$ cat src/rtl/nx_msg_ingress_pkg.sv
// NXConstants: shared message format and ingress defaults for the node mesh.
package NXConstants;
    localparam int MESSAGE_WIDTH = 31;
    typedef logic [MESSAGE_WIDTH-1:0] node_message_t;
    localparam int INGRESS_FIFO_DEPTH = 4;
endpackage

$ cat src/rtl/nx_fifo.sv
// nx_fifo: generic synchronous FIFO with registered storage and occupancy count.
module nx_fifo #(
    parameter int WIDTH = 8,
    parameter int DEPTH = 4
) (
    input  logic                     clk,
    input  logic                     rst,
    input  logic                     push,
    input  logic [WIDTH-1:0]         push_data,
    input  logic                     pop,
    output logic [WIDTH-1:0]         head,
    output logic                     full,
    output logic                     empty,
    output logic [$clog2(DEPTH):0]   level
);
    localparam int PW = $clog2(DEPTH);
    logic [WIDTH-1:0] mem [DEPTH];
    logic [PW-1:0] wr, rd;
    logic push_ok, pop_ok;
    assign full    = level == (PW+1)'(DEPTH);
    assign empty   = level == '0;
    assign push_ok = push && !full;
    assign pop_ok  = pop && !empty;
    assign head    = mem[rd];
    // storage is cleared on reset so no stale message is ever presented
    always_ff @(posedge clk) begin
        if (rst) begin
            wr    <= '0;
            rd    <= '0;
            level <= '0;
            for (int i = 0; i < DEPTH; i++) mem[i] <= '0;
        end else begin
            if (push_ok) begin
                mem[wr] <= push_data;
                wr      <= wr + 1'b1;
            end
            if (pop_ok) rd <= rd + 1'b1;
            level <= level + (PW+1)'(push_ok) - (PW+1)'(pop_ok);
        end
    end
endmodule

$ cat src/rtl/nx_msg_ingress.sv
// nx_msg_ingress: assembles LSB-first chunks into node messages and queues them for the mesh.
module nx_msg_ingress
    import NXConstants::*;
#(
    parameter int IN_WIDTH   = 8,
    parameter int FIFO_DEPTH = INGRESS_FIFO_DEPTH
) (
    input  logic                         clk_i,
    input  logic                         rst_i,
    input  logic [IN_WIDTH-1:0]          chunk_data_i,
    input  logic                         chunk_valid_i,
    output logic                         chunk_ready_o,
    input  logic                         flush_i,
    output node_message_t                msg_data_o,
    output logic                         msg_valid_o,
    input  logic                         msg_ready_i,
    output logic                         idle_o,
    output logic [$clog2(FIFO_DEPTH):0]  level_o
);
    localparam int CHUNKS = (MESSAGE_WIDTH + IN_WIDTH - 1) / IN_WIDTH;
    localparam int IW     = CHUNKS > 1 ? $clog2(CHUNKS) : 1;
    localparam int LAST_W = MESSAGE_WIDTH - (CHUNKS - 1) * IN_WIDTH;
    logic [IW-1:0] index;
    node_message_t asm_q, word;
    logic full, empty, last, accept, push;
    assign last          = index == IW'(CHUNKS - 1);
    assign chunk_ready_o = !(last && full);
    assign accept        = chunk_valid_i && chunk_ready_o && !flush_i;
    assign push          = accept && last;
    assign msg_valid_o   = !empty;
    // final chunk overlays the top of the assembly word; its excess bits drop off
    always_comb begin
        word = asm_q;
        word[MESSAGE_WIDTH-1 -: LAST_W] = chunk_data_i[LAST_W-1:0];
    end
    always_ff @(posedge clk_i) begin
        if (rst_i) begin
            index  <= '0;
            asm_q  <= '0;
            idle_o <= 1'b0;
        end else begin
            idle_o <= index == '0 && level_o == '0;
            if (flush_i) begin
                index <= '0;
                asm_q <= '0;
            end else if (accept) begin
                index <= last ? '0 : index + 1'b1;
                if (!last) asm_q[int'(index)*IN_WIDTH +: IN_WIDTH] <= chunk_data_i;
            end
        end
    end
    nx_fifo #(.WIDTH(MESSAGE_WIDTH), .DEPTH(FIFO_DEPTH)) u_fifo (
        .clk       (clk_i),
        .rst       (rst_i),
        .push      (push),
        .push_data (word),
        .pop       (msg_valid_o && msg_ready_i),
        .head      (msg_data_o),
        .full      (full),
        .empty     (empty),
        .level     (level_o)
    );
endmodule

$ cat config.mk
export PLATFORM = sky130hd
export DESIGN_NAME = nx_msg_ingress
export DESIGN_NICKNAME = d
export VERILOG_FILES = /design/src/rtl/nx_msg_ingress_pkg.sv /design/src/rtl/nx_fifo.sv /design/src/rtl/nx_msg_ingress.sv
export SDC_FILE = /design/constraint.sdc
export NUM_CORES = 1
export LEC_CHECK = 0
export CAP_MARGIN = 10
export CORE_MARGIN = 4
export CORE_UTILIZATION = 45
export CTS_CLUSTER_SIZE = 24
export DETAILED_ROUTE_END_ITERATION = 8
export GPL_TIMING_DRIVEN = 0
export RECOVER_POWER = 50
export SLEW_MARGIN = 30
export SYNTH_ARGS = -nofsm -noshare
export SYNTH_HDL_FRONTEND = slang
export SYNTH_HIERARCHICAL = 1
export SYNTH_SLANG_ARGS = --single-unit
$ cat constraint.sdc
create_clock -name clk_i -period 5 [get_ports clk_i]
set_clock_uncertainty 0.1 [all_clocks]
set_input_delay 0.75 -clock clk_i [delete_from_list [all_inputs] [get_ports clk_i]]
set_output_delay 0.75 -clock clk_i [all_outputs]
set_load 0.02 [all_outputs]
Word-level counts from Yosys, hierarchy flattened. Memories as Yosys holds them, arrays and structs flattened. A register that Yosys moved wholly into a read port is not among the register bits. Cells that the tools add are included.

Register bits after elaboration: 41. Bits in writable memories: 124. Input bits: 13. Output and inout bits: 37. Word-level logic and storage cells: 47. Memories: 1.

$add $sub $neg: 6. Eq/ne operators: 2. Shift-type cells: 2. Muxes and demuxes: 12. Bitwise operators: 1. Reductions and logical operators: 17.

Memories: u_fifo.mem (words 4, bits a word 31, read ports 1, clocked after memory_dff 1, wr ports 4, line nx_fifo.sv:17) `logic [WIDTH-1:0] mem [DEPTH];`.

Operator list (count): negation 5 -> 33 bit (1); variable shift 8 x 33 -> 31 bit (first input constant) (1); variable part select 8 x 33 -> 31 bit (1); bitwise mux 31 bit (1); two-way mux 31 bit (1); OR reduction 31 bit (1); logical AND 1 bit (8); two-way mux 2 bit (4); adder 2 x 1 -> 2 bit (second input constant) (3); two-way mux 1 bit (6); logical NOT 1 bit (4); adder 3 x 1 -> 3 bit (1); equality test 3 bit (second input constant) (1); logical NOT 3 bit (1); subtractor 3 x 1 -> 3 bit (1); equality test 2 bit (second input constant) (1); logical NOT 2 bit (1); AND reduction 2 bit (1); OR reduction 2 bit (1); inverter 1 bit (1).

Longest topological paths before layout. Gate-level depths: netlist (run 1).

Depth after elaboration: 12. Mapped depth: 11. Mapped depth without buffers: 11.

Modules after synthesis. Netlist (run 1), hierarchy kept.

Modules (own cells, without submodules): nx_fifo (instances 1, cells each 348, area each 5764.3 um^2, sequential area each 3903.7 um^2); nx_msg_ingress (instances 1, cells each 103, area each 1178.6 um^2, sequential area each 540.5 um^2).

Least setup slack after synthesis (run 1). Ideal clock, no wire load.

Path type: register to register. Start point: register index[0]. End point: memory u_fifo/mem[1][0] (netlist name) (enable). Setup time: 0.467 ns. Data arrival time: 3.832 ns. Data required time: 4.433 ns. Slack: 0.601 ns. Cell stages (with the launch flop): 6. Path buffers: 0. Clock period less this slack: 4.399 ns. Cell sequence: dfxtp_1 ha_1 inv_1 nor4b_1 nand2_1 o31ai_1.

RTL lines: from (decl) (line nx_msg_ingress.sv:23) `logic [IW-1:0] index;`; from (signal assigned) (line nx_msg_ingress.sv:47) `index <= last ? '0 : index + 1'b1;`; to (decl) (line nx_fifo.sv:17).

==> run summary, run 1 <==
failing checks: max-capacitance violations, max-slew violations
relative slew slack: -0.3062
worst vdd ir: 244.1 uV
final hold violations: 0
WP data arrival: 4050 ps
Max Transition Viols Final: 11
H-tree Lvls: 4
Synthesis Warnings: 6
compound-cell area share of the yosys netlist: 0.04181
IO Port Bufs: 49
post-route ant nets: 0
Setup CP Type: reg2reg
Iteration-0 DRC Markers: 254
Cell Area, Synth: 6943 um2
Final HPWL DP: 10090 um
CTS resizes: 0
Reg2Reg Depth: 7
chip height: 132.2 um
Mean Syn Cell Area: 15.39 um2
worst reg2reg path startpoint: index[0]$_SDFFE_PP0N_
Req. time, crit path: 5030 ps
initial core utilization: 0.4584
mux cell area share after synthesis: 0.1036
DP Cell Count: 695
CP max-delay cell: nor4b_1
Ports: 50
clk_lat worst skew: 420 ps
# rows: 45
cts bufs inserted: 17
maxcap violations: 1
final std cells w/o fill: 727
Critical Path Fanout Max: 16
worst hold path type: reg2reg
period utilisation layout: 0.8049
FFs w/ async S/R, synth: 0
Yosys reg bits: 160
Die ar.: 17480 um2
Synth Area in XOR/XNOR: 0.003784
Hold Path Cell Cnt: 2
Initial DRT Pass Iterations: 4
largest cells by area after synthesis: edfxtp_1, and2_1, dfxtp_1
first-pass GRT wire length: 23270 um
Synth Area in Adders: 0.01550
RR Endpoint: u_fifo/mem[0][11]$_SDFFCE_PN0P_
fin nets: 547
Post-Place Cell Area: 7810 um2
Synth Flop Type: edfxtp_1
PD cells: 344.1 nW/um2
RSZ-0062 raised after global routing: false
crit-path cells: ha_1, inv_1, nor4b_1, inv_1, nor4b_1, or2_2, buf_16
Vias per Instance: 5.429
Final setup viols: 0
Synth cell types: 43
endpoint type of the worst setup path: register
Inserted Diodes: 0
clock sinks: 160
WL/cell: 20.48 um
number of flops mapped to enable cells by yosys: 124
Worst path max stage delay: 1120 ps
Area Growth Syn to Fin: 19.54%
area share of the largest cell type after synthesis: 0.5363
residual DRC count: 0
initial antenna violation count: 0
grt total ovfl: 0
GPL Wtd Cong: 0.7901
Pwr Total: 2.856 mW
WHS: 396.7 ps
Pleak: 2.976 nW
largest net degree at the start of global routing: 21
Hold Path End: u_fifo/rd[1]$_SDFFE_PP0P_
CORE AREA: 15150 um2
cts hold-fix bufs: 0
Startpoint Class: register
Worst-Margin Slew: 1939 ps
sequential share of the synthesized area: 0.6401
CTS Buffer Depth: 2
clk slew on worst S/H paths: 60 ps
Layout Utilization: 0.5480
Synthesized Nets: 472
largest family of logic cells by synthesized area: simple AND/OR/NAND/NOR gates
Tot GR Track Use: 0.1779
outcome: complete, but fails checks
TritonCTS clock tree: yes
die extent in x: 132.2 um
Mapped Cells: 451
hold path start: u_fifo/rd[1]$_SDFFE_PP0P_
FMAX: 248.5 MHz
Final Instance Area: 8299 um2
DRT Wirelength: 14890 um
via count: 3947
vias in the first global route: 4098
share of post-route cells with drive strength above 1: 0.1633
Tmin final: 4024 ps
Yosys top cell by area: edfxtp_1
# Post-CTS Setup Buffers: 0
Post-Synth Simple-Gate Area: 0.1710
R2R Setup Slk: 980 ps
CTS root buf: clkbuf_16
==> worst max-delay path, delay by kind of cell (launching register included) <==
family | cells | cell delay, ps
and+or+nand+nor | 3 | 2210
DFF | 1 | 570
adders and majority gates | 1 | 360
buffers and inverters | 3 | 480
==> how the worst max path moves through the flow <==
| stage | from | endpoint | slack, ps |
|---|---|---|---|
| 2_1_floorplan | index[0]$_SDFFE_PP0N_ | u_fifo/mem[1][0]$_SDFFCE_PN0P_ | 600 |
| 3_3_place_gp | chunk_valid_i | u_fifo/mem[1][11]$_SDFFCE_PN0P_ | -2160 |
| 3_5_place_dp | chunk_valid_i | u_fifo/mem[0][18]$_SDFFCE_PN0P_ | 1050 |
| 4_1_cts | index[0]$_SDFFE_PP0N_ | u_fifo/mem[0][18]$_SDFFCE_PN0P_ | 1340 |
| 5_1_grt | index[0]$_SDFFE_PP0N_ | u_fifo/mem[3][18]$_DFFE_PP_ | 670 |
| 6_report | index[0]$_SDFFE_PP0N_ | u_fifo/mem[0][11]$_SDFFCE_PN0P_ | 980 |
==> cell usage after synthesis, types with 3 or more instances <==
| master | instances |
|---|---|
| clkbuf_2 | 3 |
| and2_1 | 124 |
| a32o_1 | 21 |
| ha_1 | 7 |
| nor3_1 | 3 |
| nand3_1 | 3 |
| edfxtp_1 | 124 |
| dfxtp_1 | 36 |
| nand4bb_1 | 3 |
| and2_2 | 8 |
| nor2_1 | 8 |
| nand2_1 | 9 |
| inv_1 | 10 |
| buf_2 | 11 |
| nand2b_1 | 3 |
| a21oi_1 | 5 |
| nor2b_1 | 4 |
| nor4_4 | 4 |
| mux4_2 | 31 |
| clkbuf_1 | 8 |
==> report_power, final <==
group          total [mW]  leakage [nW]  switching, mW  internal [mW]
clock network        1.26         0.278          0.513          0.745
registers            1.47          1.57         0.0110           1.46
logic               0.123          1.13         0.0714         0.0513
total                2.86          2.98          0.596           2.26
==> cell type report <==
class,instances,area (um2)
Inverter,10,37.54
Fill cell,1224,6847
Multi-Input combinational cell,256,2298
Timing Repair Buffer,56,578.1
Clock buffer,18,439.2
Sequential cell,160,4444
Clock inverter,14,141.4
Buffer,25,125.1
Tap cell,188,235.2
==> per-stage QoR <==
stage | setup WS (ps) | TNS (ps)
after floorplan | 601.3 | 0
after global placement | -2157 | -126280
after detailed placement | 1053 | 0
after CTS | 1343 | 0
after global routing | 666.8 | 0
final | 975.6 | 0
==> state kept, by name, summed over array words and instances, names as in the netlist, named ones only <==
| name | count |
|---|---|
| u_fifo/level | 3 |
| index | 2 |
| idle_o | 1 |
| u_fifo/rd | 2 |
| u_fifo/mem | 124 |
| asm_q | 24 |
| u_fifo/wr | 2 |
==> layout by cell type (no fill, tap or decap), types with 4 or more instances in the layout <==
| cell | Yosys | routed |
|---|---|---|
| nand2_1 | 9 | 9 |
| a21oi_1 | 5 | 5 |
| inv_1 | 10 | 10 |
| and2_1 | 124 | 108 |
| ha_1 | 7 | 7 |
| a32o_1 | 21 | 21 |
| nor2b_1 | 4 | 4 |
| buf_2 | 11 | 8 |
| clkbuf_1 | 8 | 14 |
| dlygate4sd3_1 | 0 | 10 |
| clkdlybuf4s50_1 | 0 | 39 |
| clkinv_2 | 0 | 5 |
| and2_0 | 0 | 22 |
| edfxtp_1 | 124 | 124 |
| nor2_1 | 8 | 8 |
| clkinvlp_4 | 0 | 4 |
| clkbuf_16 | 0 | 17 |
| dfxtp_1 | 36 | 36 |
| mux4_2 | 31 | 31 |
==> metal layers <==
metal / wire length [um] / vias to the layer above / global-route usage
met2: 7648 / 82 / 0.2976
met4: 146 / 0 / 0.04330
met5: 0 / - / 0
met3: 606 / 11 / 0.04580
li1: - / 1833 / -
met1: 6486 / 2021 / 0.2345
==> logic make-up after synthesis <==
kind of cell,count (synthesis)
AO/OA/AOI/OAI,34
adder cells (fa/ha/maj),8
AND/OR/NAND/NOR,178
flip-flops,160
buffers and inverters,35
XOR/XNOR,3
multiplexers,33
Note: power is estimated with default switching activity, not from simulation.
==> run 2: changes to the inputs <==
clock period = 4.12 ns   (was 5 ns; I/O delays follow)
==> run summary, run 2 (synthesis results as in run 1) <==
DP Cell Count: 695 (unchanged)
largest registers: u_fifo/mem x124, asm_q x24, u_fifo/level x3
fin nets: 547 (unchanged)
Biggest register: u_fifo/mem
worst hold path type: reg2reg
CTS resizes: 0 (unchanged)
Reg2Reg Depth: 7 (unchanged)
most common cell after layout, fill and taps aside: edfxtp_1
Vias per Instance: 5.359 (-1.3%)
worst vdd ir: 292.3 uV (+20%)
maxcap violations: 0 (-1)
area of the multi-input gates: 2292 um2 (-0.27%)
Die ar.: 17480 um2 (unchanged)
largest net degree at the start of global routing: 20 (-4.8%)
worst reg2reg path startpoint: index[0]$_SDFFE_PP0N_
Startpoint Class: register
clk_lat worst skew: 420 ps (about the same)
highest-count cells in the layout ignoring fill and taps: edfxtp_1, and2_1, dlygate4sd3_1
R2R Setup Slk: 310 ps (-670 ps)
clock sinks: 160 (unchanged)
post-route ant nets: 0 (unchanged)
Critical Path Fanout Max: 11 (-5)
Setup CP Type: reg2reg
GPL Wtd Cong: 0.7755 (-1.8%)
Final HPWL DP: 10190 um (+1.0%)
RR Endpoint: u_fifo/mem[1][13]$_SDFFCE_PN0P_
Area Growth Syn to Fin: 20.15%
initial antenna violation count: 0 (unchanged)
WP data arrival: 3790 ps (-260 ps)
Tmin final: 3812 ps (-212.8 ps)
WL/cell: 20.89 um (+2.0%)
vias in the first global route: 4091 (-0.17%)
outcome: finished, final reports clean
residual DRC count: 0 (unchanged)
Req. time, crit path: 4100 ps (-930 ps)
Ports: 50 (unchanged)
cts hold-fix bufs: 0 (unchanged)
CTS root buf: clkbuf_16
H-tree Lvls: 4 (unchanged)
CTS Buffer Depth: 2 (unchanged)
dpl ws: 180.0 ps (-873.2 ps)
# rows: 45 (unchanged)
max reg flops: 124 (unchanged)
Initial DRT Pass Iterations: 7 (+3)
hold path start: asm_q[13]$_SDFFE_PP0P_
period utilisation layout: 0.9252 (+0.1203)
chip height: 132.2 um (unchanged)
IO Port Bufs: 49 (unchanged)
Max Transition Viols Final: 0 (-11)
share of post-route cells with drive strength above 1: 0.1651 (+0.001855)
die extent in x: 132.2 um (unchanged)
Filler cells: 1221 (-0.25%)
Final setup viols: 0 (unchanged)
RSZ-0062 raised after global routing: false
Worst Setup Slack, final: 308.3 ps (-667.2 ps)
Worst-Margin Slew: 1236 ps (-703.3 ps)
# Post-CTS Setup Buffers: 0 (unchanged)
FMAX: 262.4 MHz (+5.6%)
first-pass GRT wire length: 23580 um (+1.4%)
final hold violations: 0 (unchanged)
Iteration-0 DRC Markers: 326 (+28%)
register area: 4444 um2 (unchanged)
relative slew slack: 0.1708 (+0.4770)
Pleak: 3.068 nW (+3.1%)
initial core utilization: 0.4584 (unchanged)
PD cells: 425.9 nW/um2 (+24%)
clk slew on worst S/H paths: 60 ps (about the same)
via count: 3896 (-1.3%)
cts bufs inserted: 17 (unchanged)
DRT Wirelength: 15190 um (+2.0%)
TritonCTS clock tree: yes
endpoint type of the worst setup path: register
final std cells w/o fill: 727 (unchanged)
Tot GR Track Use: 0.1813 (+0.003410)
CORE AREA: 15150 um2 (unchanged)
grt total ovfl: 0 (unchanged)
Hold Path End: asm_q[13]$_SDFFE_PP0P_
Inserted Diodes: 0 (unchanged)
Hold Path Cell Cnt: 2 (unchanged)
-- run 2: cell types whose count changed in the layout (fill, tap and decap cells not counted), moves of 2 or more --
cell	previous run	this run
clkdlybuf4s50_1	39	11
dlygate4sd3_1	10	38
and2_0	22	12
and2_1	108	117
clkbuf_8	1	6
clkbuf_2	2	6
clkinvlp_4	4	0
clkinv_2	5	2
clkinv_4	2	0
-- run 2: metal layers --
layer  global-route usage  wire, um  share of wire
met1               0.2358      6565           0.43
met2               0.3016      7722           0.51
met3              0.04351       696          0.046
met4              0.05947       204          0.013
met5                    0         0              0
-- run 2: layout make-up --
| type | count | share of cell area |
|---|---|---|
| flip-flops and latches | 160 | 0.5328 |
| multi-input cells | 256 | 0.2748 |
| repair buffers | 56 | 0.07035 |
| clock buffers | 28 | 0.06570 |
| well taps | 188 | 0.02820 |
| plain buffers | 25 | 0.01530 |
| clock inverters | 4 | 0.008400 |
| inverters | 10 | 0.004500 |
-- run 2: per-stage QoR --
step / utilization / hold WS [ps] / TNS [ps] / area (um2) / power, mW
floorplan: - / 351.2 / 0 / 6948 / 1.896
global placement: 0.5067 / 375.1 / -70590 / 7674 / 1.967
detailed placement: 0.5167 / 384.7 / 0 / 7826 / 1.984
CTS: 0.5575 / 392.9 / 0 / 8444 / 3.598
global route: 0.5508 / 427.0 / 0 / 8342 / 3.659
finish: 0.5508 / 390.4 / 0 / 8342 / 3.552
-- run 2: worst max-delay path by stage --
stage	start	endpoint	slack, ps	depth (start not counted)
after global placement	chunk_valid_i	u_fifo/mem[1][11]$_SDFFCE_PN0P_	-1000	4
after floorplan	index[0]$_SDFFE_PP0N_	u_fifo/mem[1][0]$_SDFFCE_PN0P_	680	5
final	index[0]$_SDFFE_PP0N_	u_fifo/mem[1][13]$_SDFFCE_PN0P_	310	7
after CTS	index[0]$_SDFFE_PP0N_	u_fifo/mem[0][14]$_SDFFCE_PN0P_	370	7
after detailed placement	chunk_valid_i	u_fifo/mem[0][18]$_SDFFCE_PN0P_	180	6
after global routing	index[0]$_SDFFE_PP0N_	u_fifo/mem[1][15]$_SDFFCE_PN0P_	110	7
-- run 2: critical path, stage by stage, from the launching register on --
cell and delay [ps]:
dfxtp_1 570, ha_1 350, inv_1 90, nor4b_1 570
nand2_1 200, o31ai_1 980, buf_6 250, clkbuf_2 350
-- run 2: power breakdown --
part	switching [mW]	leakage, nW	internal (mW)	total [mW]
clock	0.591	0.306	1.03	1.62
sequential	0.0137	1.57	1.78	1.79
combinational	0.0860	1.19	0.0594	0.145
==> run 3: changes to the inputs <==
CTS_CLUSTER_DIAMETER = 150   (was not set)
PLACE_DENSITY = 0.75   (was not set)
==> run summary, run 3 (synthesis results as in run 1) <==
worst hold path type: reg2reg
initial antenna violation count: 0 (unchanged)
WL/cell: 20.06 um (-4.0%)
Vias per Instance: 5.479 (+2.2%)
M3 GR Usage: 0.04809 (+0.004580)
failing checks: max-capacitance violations
met1 Use GR: 0.2164 (-0.01943)
clock sinks: 160 (unchanged)
largest net degree at the start of global routing: 21 (+5.0%)
Critical Path Fanout Max: 11 (unchanged)
vias in the first global route: 4312 (+5.4%)
final hold violations: 0 (unchanged)
IO Port Bufs: 49 (unchanged)
WP data arrival: 3660 ps (-130 ps)
CTS root buf: clkbuf_16
most common cell after layout, fill and taps aside: edfxtp_1
Tot GR Track Use: 0.1753 (-0.005938)
CTS Buffer Depth: 2 (unchanged)
busiest layer in global routing: met2
worst vdd ir: 205.6 uV (-30%)
GPL Wtd Cong: 0.8465 (+9.2%)
die extent in x: 132.2 um (unchanged)
Startpoint Class: register
R2R Setup Slk: 410 ps (+100 ps)
clk_lat worst skew: 420 ps (about the same)
share of post-route cells with drive strength above 1: 0.1614 (-0.003711)
Setup CP Type: reg2reg
cts bufs inserted: 17 (unchanged)
RSZ-0062 raised after global routing: false
H-tree Lvls: 4 (unchanged)
Filler cells: 1189 (-2.6%)
Biggest register: u_fifo/mem
TritonCTS clock tree: yes
clk slew on worst S/H paths: 60 ps (about the same)
via count: 3983 (+2.2%)
Logic pwr share: 0.041 (about the same)
cts hold-fix bufs: 0 (unchanged)
relative slew slack: 0.01138 (-0.1594)
grt total ovfl: 0 (unchanged)
max reg flops: 124 (unchanged)
initial core utilization: 0.4584 (unchanged)
Die ar.: 17480 um2 (unchanged)
Final HPWL DP: 9890 um (-2.9%)
M2 GR Usage: 0.2982 (-0.003421)
Inserted Diodes: 0 (unchanged)
# rows: 45 (unchanged)
post-route ant nets: 0 (unchanged)
fin nets: 547 (unchanged)
WHS: 400.2 ps (+9.802 ps)
NetSw: 0.6935 mW (+0.34%)
CTS resizes: 0 (unchanged)
Net Sw Frac: 0.1988 (+0.004211)
chip height: 132.2 um (unchanged)
# Post-CTS Setup Buffers: 0 (unchanged)
Tmin final: 3712 ps (-99.92 ps)
first-pass GRT wire length: 23440 um (-0.61%)
DRT Wirelength: 14590 um (-4.0%)
highest-count cells in the layout ignoring fill and taps: edfxtp_1, and2_1, dlygate4sd3_1
maxcap violations: 1 (+1)
outcome: complete, but fails checks
CORE AREA: 15150 um2 (unchanged)
Req. time, crit path: 4070 ps (-30 ps)
Reg power frac: 0.513 (+0.009)
Area Growth Syn to Fin: 19.39%
Iteration-0 DRC Markers: 291 (-11%)
Initial DRT Pass Iterations: 5 (-2)
residual DRC count: 0 (unchanged)
Clk pwr share: 0.446 (-0.009)
Layout Utilization: 0.5473 (-0.003469)
Max Transition Viols Final: 0 (unchanged)
Pleak: 3.046 nW (-0.70%)
internal power: 2.795 mW (-2.3%)
FMAX: 269.4 MHz (+2.7%)
Final setup viols: 0 (unchanged)
period utilisation layout: 0.9009 (-0.02425)
endpoint type of the worst setup path: register
largest registers: u_fifo/mem x124, asm_q x24, u_fifo/level x3
Worst-Margin Slew: 1469 ps (+233.9 ps)
PD cells: 420.9 nW/um2 (-1.2%)
Ports: 50 (unchanged)
run 3: changes by cell type in the layout (fill, tap and decap cells not counted), sizes merged:
cell,before,now
clkbuf,44,36
clkinv,2,7
bufinv,2,3
clkinvlp,0,2
run 3: power by group through the flow:
| stage | Combinational [mW] | Sequential [mW] | Clock [mW] |
|---|---|---|---|
| after global routing | 0.152 | 1.79 | 1.65 |
| after floorplan | 0.0753 | 1.82 | 0 |
| after detailed placement | 0.158 | 1.82 | 0 |
| final | 0.143 | 1.79 | 1.56 |
| after CTS | 0.159 | 1.79 | 1.58 |
| after global placement | 0.139 | 1.82 | 0 |
run 3: cell type report:
class	instances	area, um2	area share
flip-flops and latches	160	4444	0.5362
clock inverters	12	142.6	0.01721
inverters	10	37.54	0.004528
well taps	188	235.2	0.02838
plain buffers	25	121.4	0.01464
multi-input cells	256	2277	0.2747
repair buffers	56	584.3	0.07049
clock buffers	20	446.7	0.05389
run 3: per-layer routing:
layer / part of all wire / wire, um
met1: 0.41 / 6042
met2: 0.51 / 7475
met3: 0.052 / 753
met4: 0.021 / 313
met5: 0 / 0
run 3: critical path, stage by stage (launching register included):
cell and delay, ps:
dfxtp_1 520, ha_1 320, inv_1 80, nor4b_1 520
nand2_1 200, o31ai_1 850, buf_6 280, clkbuf_1 470
run 3: path summary, 6_finish.rpt:
check | cells after the start | to | start
max | 7 | u_fifo/mem[1][11]$_SDFFCE_PN0P_ | index[0]$_SDFFE_PP0N_
min | 2 | asm_q[13]$_SDFFE_PP0P_ | asm_q[13]$_SDFFE_PP0P_
max reg2reg | 7 | u_fifo/mem[1][11]$_SDFFCE_PN0P_ | index[0]$_SDFFE_PP0N_
min reg2reg | 2 | asm_q[13]$_SDFFE_PP0P_ | asm_q[13]$_SDFFE_PP0P_
run 3: through the flow:
| step | cells | power [mW] | area (um2) | setup WS (ps) | TNS [ps] |
|---|---|---|---|---|---|
| final | 727 | 3.489 | 8289 | 408.3 | 0 |
| after global routing | 727 | 3.594 | 8289 | 177.3 | 0 |
| after CTS | 727 | 3.526 | 8419 | 614.1 | 0 |
| after detailed placement | 695 | 1.982 | 7830 | 417.4 | 0 |
| after global placement | 688 | 1.963 | 7674 | -865.5 | -58080 |
| after floorplan | 451 | 1.896 | 6948 | 683.6 | 0 |
